--- config.mk ---
export PLATFORM = sky130hd
export DESIGN_NAME = alu_rr_arbiter
export DESIGN_NICKNAME = d
export VERILOG_FILES = /design/src/rtl/alu_rr_arbiter_pkg.sv /design/src/rtl/alu_rr_arbiter_alu.sv /design/src/rtl/alu_rr_arbiter.sv
export SDC_FILE = /design/constraint.sdc
export NUM_CORES = 1
export LEC_CHECK = 0
export CAP_MARGIN = 20
export CORE_ASPECT_RATIO = 0.75
export CORE_MARGIN = 10
export CORE_UTILIZATION = 48
export CTS_CLUSTER_SIZE = 40
export DETAILED_ROUTE_END_ITERATION = 6
export PLACE_DENSITY = 0.74
export SETUP_SLACK_MARGIN = 0.2
export SYNTH_ARGS = -nofsm -noshare
export SYNTH_HDL_FRONTEND = slang
export SYNTH_SLANG_ARGS = --single-unit
--- constraint.sdc ---
create_clock -name clk -period 3.05 [get_ports clk]
set_input_delay 0.915 -clock clk [delete_from_list [all_inputs] [get_ports clk]]
set_output_delay 0.915 -clock clk [all_outputs]
set_load 0.01 [all_outputs]
--- src/rtl/alu_rr_arbiter_pkg.sv ---
// Shared definitions for the round-robin ALU arbiter.
//   - ALU opcode constants (ALU_Sel encodings)
//   - FSM state enum for the arbiter top
//   - is_legal_op(): 1 when a 4-bit select code is one of the implemented opcodes
package alu_rr_arbiter_pkg;

  localparam logic [3:0] ALU_AND = 4'b0000;
  localparam logic [3:0] ALU_OR  = 4'b0001;
  localparam logic [3:0] ALU_ADD = 4'b0010;
  localparam logic [3:0] ALU_SUB = 4'b0110;
  localparam logic [3:0] ALU_SLT = 4'b0111;
  localparam logic [3:0] ALU_NOR = 4'b1100;

  typedef enum logic [1:0] {
    IDLE = 2'd0,
    EXEC = 2'd1,
    RESP = 2'd2
  } state_t;

  function automatic logic is_legal_op(input logic [3:0] sel);
    logic legal;
    case (sel)
      ALU_AND, ALU_OR, ALU_ADD, ALU_SUB, ALU_SLT, ALU_NOR: legal = 1'b1;
      default:                                            legal = 1'b0;
    endcase
    return legal;
  endfunction

endpackage

--- src/rtl/alu_rr_arbiter_alu.sv ---
// Purely combinational 32-bit ALU.
// Ports:
//   A, B     in  32  operands
//   ALU_Sel  in  4   opcode (see alu_rr_arbiter_pkg)
//   R        out 32  result; 0 for unimplemented opcodes
module alu_rr_arbiter_alu
  import alu_rr_arbiter_pkg::*;
(
  input  logic [31:0] A,
  input  logic [31:0] B,
  input  logic [3:0]  ALU_Sel,
  output logic [31:0] R
);

  always_comb begin
    R = '0;
    case (ALU_Sel)
      ALU_AND: R = A & B;
      ALU_OR:  R = A | B;
      ALU_ADD: R = A + B;
      ALU_SUB: R = A - B;
      ALU_SLT: R = {31'b0, (A < B)};
      ALU_NOR: R = ~(A | B);
      default: R = '0;
    endcase
  end

endmodule

--- src/rtl/alu_rr_arbiter.sv ---
// Shares one 32-bit ALU between NUM_REQ requesters with round-robin arbitration.
// One operation in flight: operands latched on accept, executed in EXEC, the
// registered result held in RESP until the owner takes it.
// Ports:
//   clk, rst_n             clock, synchronous active-low reset
//   req_valid/req_ready    per-requester request handshake (one ready at most)
//   req_a/req_b/req_sel    packed per-requester operands and opcode
//   rsp_valid/rsp_ready    per-requester response handshake (owner bit only)
//   rsp_data, rsp_illegal  shared result and illegal-opcode flag
//   busy                   FSM not in IDLE
//
// state | meaning
// IDLE  | arbitrating; req_ready asserted for the round-robin winner
// EXEC  | latched operands on the ALU; result captured at end of cycle
// RESP  | rsp_valid to owner; wait for owner's rsp_ready
module alu_rr_arbiter
  import alu_rr_arbiter_pkg::*;
#(
  parameter int NUM_REQ = 2,
  parameter int WIDTH   = 32,
  parameter int IDW     = $clog2(NUM_REQ)
) (
  input  logic                     clk,
  input  logic                     rst_n,
  input  logic [NUM_REQ-1:0]       req_valid,
  output logic [NUM_REQ-1:0]       req_ready,
  input  logic [NUM_REQ*WIDTH-1:0] req_a,
  input  logic [NUM_REQ*WIDTH-1:0] req_b,
  input  logic [NUM_REQ*4-1:0]     req_sel,
  output logic [NUM_REQ-1:0]       rsp_valid,
  input  logic [NUM_REQ-1:0]       rsp_ready,
  output logic [WIDTH-1:0]         rsp_data,
  output logic                     rsp_illegal,
  output logic                     busy
);

  state_t             r_state;
  state_t             w_state_nxt;
  logic [IDW-1:0]     r_rr_ptr;
  logic [IDW-1:0]     r_own;
  logic [IDW-1:0]     w_gnt_idx;
  logic [NUM_REQ-1:0] w_gnt;
  logic [WIDTH-1:0]   r_op_a;
  logic [WIDTH-1:0]   r_op_b;
  logic [3:0]         r_op_sel;
  logic [WIDTH-1:0]   w_sel_a;
  logic [WIDTH-1:0]   w_sel_b;
  logic [3:0]         w_sel_op;
  logic [WIDTH-1:0]   w_alu_r;
  logic [WIDTH-1:0]   r_rsp_data;
  logic               r_rsp_illegal;
  logic               w_accept;
  logic               w_rsp_hs;

  // One-hot pick of the first valid requester at or above ptr, wrapping.
  function automatic logic [NUM_REQ-1:0] rr_pick(input logic [NUM_REQ-1:0] valid,
                                                 input logic [IDW-1:0]     ptr);
    logic [NUM_REQ-1:0] gnt;
    logic [IDW-1:0]     idx;
    logic               found;
    gnt   = '0;
    found = 1'b0;
    for (int i = 0; i < NUM_REQ; i++) begin
      idx = IDW'((int'(ptr) + i) % NUM_REQ);
      if (!found && valid[idx]) begin
        gnt[idx] = 1'b1;
        found    = 1'b1;
      end
    end
    return gnt;
  endfunction

  always_comb begin
    w_gnt     = rr_pick(req_valid, r_rr_ptr);
    w_gnt_idx = '0;
    w_sel_a   = '0;
    w_sel_b   = '0;
    w_sel_op  = '0;
    for (int i = 0; i < NUM_REQ; i++) begin
      if (w_gnt[i]) begin
        w_gnt_idx = IDW'(i);
        w_sel_a   = req_a[i*WIDTH +: WIDTH];
        w_sel_b   = req_b[i*WIDTH +: WIDTH];
        w_sel_op  = req_sel[i*4 +: 4];
      end
    end
  end

  // Handshake outputs are gated by rst_n so they read 0 for the whole reset
  // window, including the cycle before the first reset edge.
  assign req_ready = (rst_n && (r_state == IDLE)) ? w_gnt : '0;
  assign w_accept  = |(req_valid & req_ready);
  assign w_rsp_hs  = (r_state == RESP) && rsp_ready[r_own];
  assign busy      = rst_n && (r_state != IDLE);

  always_comb begin
    rsp_valid = '0;
    for (int i = 0; i < NUM_REQ; i++) begin
      rsp_valid[i] = rst_n && (r_state == RESP) && (r_own == IDW'(i));
    end
  end

  always_comb begin
    w_state_nxt = r_state;
    case (r_state)
      IDLE:    if (w_accept) w_state_nxt = EXEC;
      EXEC:    w_state_nxt = RESP;
      RESP:    if (w_rsp_hs) w_state_nxt = IDLE;
      default: w_state_nxt = IDLE;
    endcase
  end

  alu_rr_arbiter_alu u_alu (
    .A       (r_op_a),
    .B       (r_op_b),
    .ALU_Sel (r_op_sel),
    .R       (w_alu_r)
  );

  always_ff @(posedge clk) begin
    if (!rst_n) begin
      r_state       <= IDLE;
      r_rr_ptr      <= '0;
      r_own         <= '0;
      r_op_a        <= '0;
      r_op_b        <= '0;
      r_op_sel      <= '0;
      r_rsp_data    <= '0;
      r_rsp_illegal <= 1'b0;
    end else begin
      r_state <= w_state_nxt;
      if (w_accept) begin
        r_op_a        <= w_sel_a;
        r_op_b        <= w_sel_b;
        r_op_sel      <= w_sel_op;
        r_own         <= w_gnt_idx;
        r_rsp_illegal <= ~is_legal_op(w_sel_op);
      end
      if (r_state == EXEC) begin
        r_rsp_data <= w_alu_r;
      end
      if (w_rsp_hs) begin
        r_rr_ptr <= (r_own == IDW'(NUM_REQ - 1)) ? '0 : r_own + 1'b1;
      end
    end
  end

  assign rsp_data    = r_rsp_data;
  assign rsp_illegal = r_rsp_illegal;

endmodule

==> results of run 1 <==
==> worst register-to-register path, cell delays in order, from the launching register on <==
cell and delay, ns:
dfxtp_2 0.34, inv_2 0.05, buf_4 0.15, fa_2 0.39
o21ba_4 0.22, nand2b_4 0.14, a221o_1 0.40, o21a_2 0.28
o31ai_4 0.23, a211oi_2 0.11, or4_1 0.41, a31oi_1 0.20
a2111oi_2 0.05
==> worst paths after layout <==
| path | cells after the start | slack (ns) | to | from |
|---|---|---|---|---|
| worst max-delay path | 12 | -0.02 | rsp_data[28] | r_op_a[1] |
| worst min-delay path | 2 | 0.48 | rsp_data[22] | rsp_data[22] |
| worst max register to register | 12 | -0.02 | rsp_data[28] | r_op_a[1] |
| worst min register to register | 2 | 0.48 | rsp_data[22] | rsp_data[22] |
==> layer usage <==
metal,share of wire [%],GRT usage [%],vias to the layer above
met4,0.81,4.60,0
li1,-,-,4910
met1,49,35.6,4708
met3,7.6,5.75,20
met2,42,36.3,390
met5,0,0,-
==> registers in the layout, indices dropped and copies added (netlist names) <==
register and count:
r_rr_ptr 1, r_state 2, r_op_sel 4, r_op_b 32, r_own 1, r_op_a 32, rsp_illegal 1, rsp_data 32
==> final cells by class <==
type,count,area (um^2)
clock buffers,12,256
clock inverters,4,33.8
fillers,1603,5610
inverters,98,368
multi-input cells,933,6890
flip-flops and latches,105,2120
well taps,247,309
repair buffers,331,3040
==> through the flow <==
step	TNS [ns]	total power, mW	setup WS, ns	hold WS [ns]	instance area (um^2)
floorplan	0	3.65	0.210	0.485	9170
global placement	-0.267	4.90	-0.175	0.451	12000
detailed placement	-0.460	4.94	-0.190	0.460	12000
CTS	-0.000640	6.33	-0.000640	0.476	12700
global route	-0.356	6.97	-0.139	0.512	13000
finish	-0.0212	6.55	-0.0212	0.478	13000
==> what timing repair did <==
| action | in CTS | in global routing |
|---|---|---|
| pin swaps | 19 | 24 |
| endpoints found under the setup margin | 14 | 26 |
| endpoints found under the hold margin | 0 | 0 |
| resized for setup | 64 | 63 |
| setup buffers | 14 | 6 |
==> layout by cell type (no fill, tap or decap), types with 6 or more instances in the layout <==
cell type / n
clkdlybuf4s50_1: 174
nor2_1: 157
buf_4: 140
dfxtp_1: 94
inv_1: 92
nand2_1: 89
a221oi_1: 89
ha_1: 88
a21oi_1: 72
nor3b_1: 64
o21ai_0: 54
xnor2_1: 24
nor2b_1: 16
a21o_1: 15
o21ai_1: 14
nor3_1: 14
a21oi_2: 12
dfxtp_2: 11
nand3_1: 10
o221ai_1: 10
ha_4: 10
o211ai_1: 9
clkbuf_16: 9
nand2b_1: 8
o31ai_1: 8
and2_1: 7
buf_12: 7
inv_2: 6
o21a_1: 6
xor2_1: 6
a31oi_1: 6
mux2i_1: 6
o21bai_1: 6
==> cells by family (layout without fill, tap and decap cells) <==
logic type	count (synthesis)	after routing	synth area share (%)
compound gates	383	383	29.3
xor+xnor	31	31	2.96
fa+ha+maj	104	104	14.4
buf+inv	187	445	7.88
flops	105	105	22.9
mux	7	7	0.765
simple gates	408	408	21.7
==> power breakdown <==
part | leakage, nW | total [mW] | switching (mW) | internal, mW
combinational | 4.16 | 3.69 | 2.00 | 1.69
clock | 0.140 | 1.19 | 0.584 | 0.610
sequential | 0.864 | 1.67 | 0.148 | 1.52
==> impl_metrics.yaml, run 1 <==
status:
  run_status: "finished with violations"
  failed_checks: "negative setup slack"
route:
  wl_um: 32700
  drt_iter0_drc: 963
  drc: 0
  vias_per_cell: 5.80
  drtAntennaViolNets: 0
  vias: 10000
  wl_per_cell_um: 18.9
  first_pass_iters: 5
global_routing:
  grt_pass1_wl_um: 51900
  grt_overflow: 0
  grt_pass1_vias: 9669
  antenna_found_initial: 0
  grt_usage_pct: 24.7
  grt_max_degree: 57
sta:
  setup_violations: 1
  fin_crit_sh_pct: 101
  tightest_slew_ns: 0.586
  fin_skew_ns: 0.0147
  slew_violations: 0
  grt_setup_unrepaired: "true"
  hold_viol: 0
  slew_headroom_pct: 60.6
  fmax_mhz: 326
  setup_slack_ns: -0.0212
  fin_crit_ns: 3.07
place:
  hpwl_um: 25500
  routabilityCongestion: 0.968
  io_buffers: 179
  place_inst: 1694
synth:
  ys_ff_latch: 105
  synth-edff-count: 0
  synth_ff_type: "dfxtp_1"
  ys_seq_area_share_pct: 22.9
  ys_async_sr_fraction_pct: 0
  synth_area_um2: 9160
  synth.distinct_cells: 67
  synthCells: 1225
  yosysWarningCount: 0
  synth.most_common_cell: "nor2_1"
  synthTopCellsByCount: "160 x nor2_1, 105 x dfxtp_1, 102 x ha_1"
  syn-mean-instance-area_um2: 7.48
  yosysTopAreaCellShare_pct: 22.9
  syn_nets: 1471
  synthTopCellsByArea: "dfxtp_1 23%, ha_1 14%, a221oi_1 8.9%"
  yosysTopAreaCell: "dfxtp_1"
cts:
  cts_tree: "yes"
  numCtsBuffers: 9
  clock_latency_ns: 0.37
  clk_pin_slew_worst_paths_ns: 0.08
  htree_levels: 3
  cts_hold_buf: 0
  numClockSinks: 105
  cts.path.max_buffers: 2
  clockRootBuffer: "clkbuf_16"
worst_setup_path:
  max_stage_delay_ns: 0.41
  crit_type: "reg2reg"
  cp_cell_sequence: "inv_2 > buf_4 > fa_2 > o21ba_4 > nand2b_4 > a221o_1 > o21a_2 > o31ai_4 > a211oi_2 > or4_1 > a31oi_1 > a2111oi_2"
  crit_family: "compound AO/OA/AOI/OAI gates"
  start_kind: "flip-flop"
  crit_path_end_kind: "flip-flop"
  cp_slowest_cell: "or4_1"
  critPathMaxFanout: 4
  crit_buf_inv: 2
  cp_data_required_time_ns: 3.30
  cp.arrival_ns: 3.32
pwr:
  power_leakage_nw: 5.17
  power_density_nw_per_um2: 504
  vdd_drop_max_mv: 0.293
floorplanning:
  die_area_um2: 25100
  initial_utilization_pct: 49.2
  io_pins: 180
  die_height_um: 140
  rows: 43
  coreArea_um2: 18600
  die_w_um: 180
layout:
  nets: 1724
  diodes: 0
  stdcell_count: 1730
  drive_gt1_share_pct: 18.7
  final_util_pct: 69.9
  synthToLayoutAreaGrowth_pct: 42.0
worst_hold_path:
  min-delay-path-class: "reg2reg"
run:
  cap_violations: 0
No activity file was read; power rests on OpenSTA's default activity.
==> inputs of run 2 (changes only) <==
--- a/config.mk
+++ b/config.mk
@@ -13,6 +13,7 @@
 export DETAILED_ROUTE_END_ITERATION = 6
 export PLACE_DENSITY = 0.74
 export SETUP_SLACK_MARGIN = 0.2
+export SKIP_CTS_REPAIR_TIMING = 1
 export SYNTH_ARGS = -nofsm -noshare
 export SYNTH_HDL_FRONTEND = slang
 export SYNTH_SLANG_ARGS = --single-unit
==> impl_metrics.yaml, run 2 (synthesis gave the netlist of run 1 again) <==
worst_setup_path:
  cp_data_required_time_ns: 3.35
  crit_type: "reg2reg"
  start_kind: "flip-flop"
  crit_path_end_kind: "flip-flop"
  cp.arrival_ns: 3.40
  critPathMaxFanout: 4
  r2r_slack_ns: -0.05
route:
  dr_wl_met3_um: 2840
  vias_per_cell: 5.81
  drtAntennaViolNets: 0
  drt_iter0_drc: 800
  wl_per_cell_um: 18.8
  vias: 9983
  routed.top_layer: "met4"
  wl_met2_um: 13500
  wirelength_met1_um: 15700
  wl_um: 32300
  drc: 0
  first_pass_iters: 6
global_routing:
  grt_overflow: 0
  grt_max_degree: 57
  antenna_found_initial: 0
  grt_pass1_vias: 9526
  grt_pass1_wl_um: 51000
  grt_usage_pct: 24.2
sta:
  fmax_mhz: 323
  setup_tns_ns: -0.139
  slew_violations: 0
  grt_setup_unrepaired: "true"
  slew_headroom_pct: 60.2
  setup_slack_ns: -0.0469
  fin_crit_ns: 3.10
  fin_crit_sh_pct: 102
  hold_viol: 0
  fin_skew_ns: 0.0113
  setup_violations: 3
  tightest_slew_ns: 0.592
pwr:
  combPwrFrac_pct: 55.8
  power_frac_seq_pct: 25.9
  power_density_nw_per_um2: 504
  finalPower_mw: 6.45
  p_switching_mw: 2.69
  internal_power_mw: 3.76
  p_clk_share_pct: 18.4
  switching_share_pct: 41.7
  power_leakage_nw: 5.13
  vdd_drop_max_mv: 0.289
layout:
  nets: 1712
  diodes: 0
  final_common_cell: "clkdlybuf4s50_1"
  nFillCells: 1612
  layout_common_cells: "175 x clkdlybuf4s50_1, 157 x nor2_1, 132 x buf_4"
  final_util_pct: 68.8
  drive_gt1_share_pct: 16.9
  multi_input_area_um2: 6790
  synthToLayoutAreaGrowth_pct: 39.8
  seqCellArea_um2: 2110
status:
  run_status: "finished with violations"
  failed_checks: "negative setup slack"
place:
  hpwl_um: 25500
  io_buffers: 179
  routabilityCongestion: 0.968
worst_hold_path:
  min-delay-path-class: "reg2reg"
cts:
  numCtsBuffers: 9
  cts.path.max_buffers: 2
  cts_tree: "yes"
  clk_pin_slew_worst_paths_ns: 0.07
  clockRootBuffer: "clkbuf_16"
  clock_latency_ns: 0.37
  htree_levels: 3
  numClockSinks: 105
floorplanning:
  die_height_um: 140
  coreArea_um2: 18600
  io_pins: 180
  rows: 43
  die_area_um2: 25100
  die_w_um: 180
  initial_utilization_pct: 49.2
run:
  cap_violations: 0
[run 2: layout make-up]
cell class	instances	area share, %
multi-input cells	933	53.1
repair buffers	319	22.9
flip-flops and latches	105	16.5
inverters	98	2.87
well taps	247	2.41
clock buffers	12	2.00
clock inverters	4	0.264
[run 2: final timing paths]
kind,from,endpoint,cells past startpoint
setup / recovery,r_op_a[0],rsp_data[30],13
hold / removal,rsp_data[22],rsp_data[22],2
setup reg to reg,r_op_a[0],rsp_data[30],13
hold reg to reg,rsp_data[22],rsp_data[22],2
[run 2: metal layers]
metal,vias up,track usage [%]
met4,0,4.65
met3,24,6.01
met1,4662,35.0
met2,415,35.4
li1,4882,-
met5,-,0
[run 2: through the flow]
| step | cells | hold slack (ns) | area (um^2) | worst slack, ns |
|---|---|---|---|---|
| after floorplan | 1225 | 0.485 | 9170 | 0.210 |
| after global placement | 1694 | 0.451 | 12000 | -0.175 |
| after detailed placement | 1694 | 0.460 | 12000 | -0.190 |
| after CTS | 1710 | 0.476 | 12300 | -0.208 |
| after global routing | 1718 | 0.509 | 12800 | -0.181 |
| final | 1718 | 0.472 | 12800 | -0.0469 |
[run 2: critical path, cell delays in order, from the launching register on]
cell and delay [ns]:
dfxtp_2 0.36, inv_2 0.06, ha_4 0.16, fa_2 0.36, o21ba_4 0.22, nand2b_4 0.14, a221o_1 0.39, o211ai_1 0.30
a31oi_1 0.16, o31ai_1 0.25, buf_4 0.17, a221oi_1 0.09, a31o_2 0.27, o21ai_1 0.10
[run 2: power groups by stage]
stage | Sequential (mW) | Combinational (mW) | Clock, mW
final | 1.67 | 3.60 | 1.18
after global routing | 1.69 | 3.92 | 1.25
after CTS | 1.66 | 3.27 | 1.20
after detailed placement | 1.69 | 3.25 | 0
after global placement | 1.68 | 3.22 | 0
after floorplan | 1.66 | 1.99 | 0
==> inputs of run 3 (changes only) <==
==> constraint.sdc (replaced) <==
create_clock -name clk -period 2.72 [get_ports clk]
set_input_delay 0.816 -clock clk [delete_from_list [all_inputs] [get_ports clk]]
set_output_delay 0.816 -clock clk [all_outputs]
set_load 0.01 [all_outputs]
==> impl_metrics.yaml, run 3 (synthesis gave the netlist of run 1 again) <==
place:
  placed_area_um2: 12700
  hpwl_um: 26800
  routabilityCongestion: 0.985
  post-place-ws_ns: -0.366
  io_buffers: 179
route:
  wl_um: 35000
  wl_per_cell_um: 19.4
  drt_iter0_drc: 890
  drtAntennaViolNets: 0
  drc: 0
  first_pass_iters: 7
  vias: 10500
  vias_per_cell: 5.80
pwr:
  vdd_drop_max_mv: 0.352
  finalPower_mw: 7.92
  power_density_nw_per_um2: 574
  power_leakage_nw: 5.67
sta:
  fmax_mhz: 329
  grt_setup_unrepaired: "true"
  slew_violations: 0
  setup_violations: 13
  setup_slack_ns: -0.316
  hold_viol: 0
  tightest_slew_ns: 0.567
  fin_crit_ns: 3.04
  fin_skew_ns: 0.0102
  slew_headroom_pct: 61.9
  fin_crit_sh_pct: 112
floorplanning:
  die_area_um2: 25100
  die_w_um: 180
  rows: 43
  die_height_um: 140
  initial_utilization_pct: 49.2
  coreArea_um2: 18600
  io_pins: 180
global_routing:
  grt_pass1_vias: 9769
  grt_max_degree: 52
  grt_pass1_wl_um: 53200
  grt_usage_pct: 25.4
  grt_overflow: 0
  antenna_found_initial: 0
cts:
  clk_pin_slew_worst_paths_ns: 0.08
  numCtsBuffers: 9
  clock_latency_ns: 0.36
  clockRootBuffer: "clkbuf_16"
  cts_tree: "yes"
  numClockSinks: 105
  htree_levels: 3
  cts.path.max_buffers: 2
layout:
  finalInstanceArea_um2: 13800
  final_common_cell: "buf_4"
  drive_gt1_share_pct: 25.4
  layout_common_cells: "203 x buf_4, 172 x clkdlybuf4s50_1, 152 x nor2_1"
  diodes: 0
  nets: 1796
  synthToLayoutAreaGrowth_pct: 50.7
worst_setup_path:
  crit_type: "reg2reg"
  crit_path_end_kind: "flip-flop"
  critPathMaxFanout: 4
  reg2regPathDepth: 12
  cp_data_required_time_ns: 2.96
  cp.arrival_ns: 3.28
  cp_cell_sequence: "inv_2 > ha_4 > fa_2 > o21ba_4 > nand2b_4 > a221o_1 > o21a_1 > o31ai_4 > a211oi_2 > or4_1 > a31oi_1 > a2111oi_2"
  start_kind: "flip-flop"
  cp_slowest_cell: "or4_1"
  max_stage_delay_ns: 0.41
worst_hold_path:
  hold_depth: 2
  min-delay-path-class: "reg2reg"
status:
  failed_checks: "negative setup slack"
  run_status: "finished with violations"
run:
  cap_violations: 0
[run 3: changes by cell type in the layout (fill, tap and decap cells not counted), moves of 12 or more]
| cell | previous run | this run |
|---|---|---|
| inv_1 | 95 | 83 |
| ha_1 | 94 | 82 |
| dfxtp_1 | 97 | 84 |
| o21ai_0 | 56 | 44 |
| dfxtp_2 | 7 | 21 |
| buf_4 | 132 | 203 |
[run 3: layout make-up]
class | instances | area (um^2)
Multi-Input combinational cell | 933 | 7060
Fill cell | 1506 | 4810
Timing Repair Buffer | 403 | 3640
Sequential cell | 105 | 2130
Inverter | 98 | 370
Tap cell | 247 | 309
Clock buffer | 9 | 225
Clock inverter | 6 | 75.1
[run 3: critical path, delay by kind of cell (launching register included)]
kind                       cells  cell delay (ns)
AOI/OAI and AO/OA              7             1.46
adders and majority gates      2             0.50
buffers and inverters          1             0.06
DFF                            1             0.36
and+or+nand+nor                2             0.55
[run 3: power by group]
part           leakage, nW  internal (mW)  switching (mW)  total [mW]
clock network        0.144          0.726           0.661        1.39
registers            0.867           1.71           0.141        1.85
logic                 4.66           2.22            2.46        4.68
[run 3: path summary, 6_finish.rpt]
path	start	to	slack, ns
hold reg to reg	rsp_data[8]	rsp_data[8]	0.46
hold / removal	rsp_data[8]	rsp_data[8]	0.46
setup reg to reg	r_op_a[0]	rsp_data[28]	-0.32
setup / recovery	r_op_a[0]	rsp_data[28]	-0.32
[run 3: metal layers]
metal	routed length [um]	global-route usage (%)
met5	0	0
met2	14900	37.9
met4	465	4.65
met3	2700	6.27
met1	16900	36.2
[run 3: per-stage QoR]
step	util (%)	std cells	setup TNS, ns	hold slack (ns)
3_3_place_gp	68.4	1774	-2.39	0.447
5_1_grt	74.2	1801	-3.89	0.486
6_report	74.2	1801	-2.18	0.462
2_1_floorplan	-	1225	-0.103	0.485
3_5_place_dp	68.4	1774	-7.54	0.453
4_1_cts	70.0	1789	-3.97	0.470
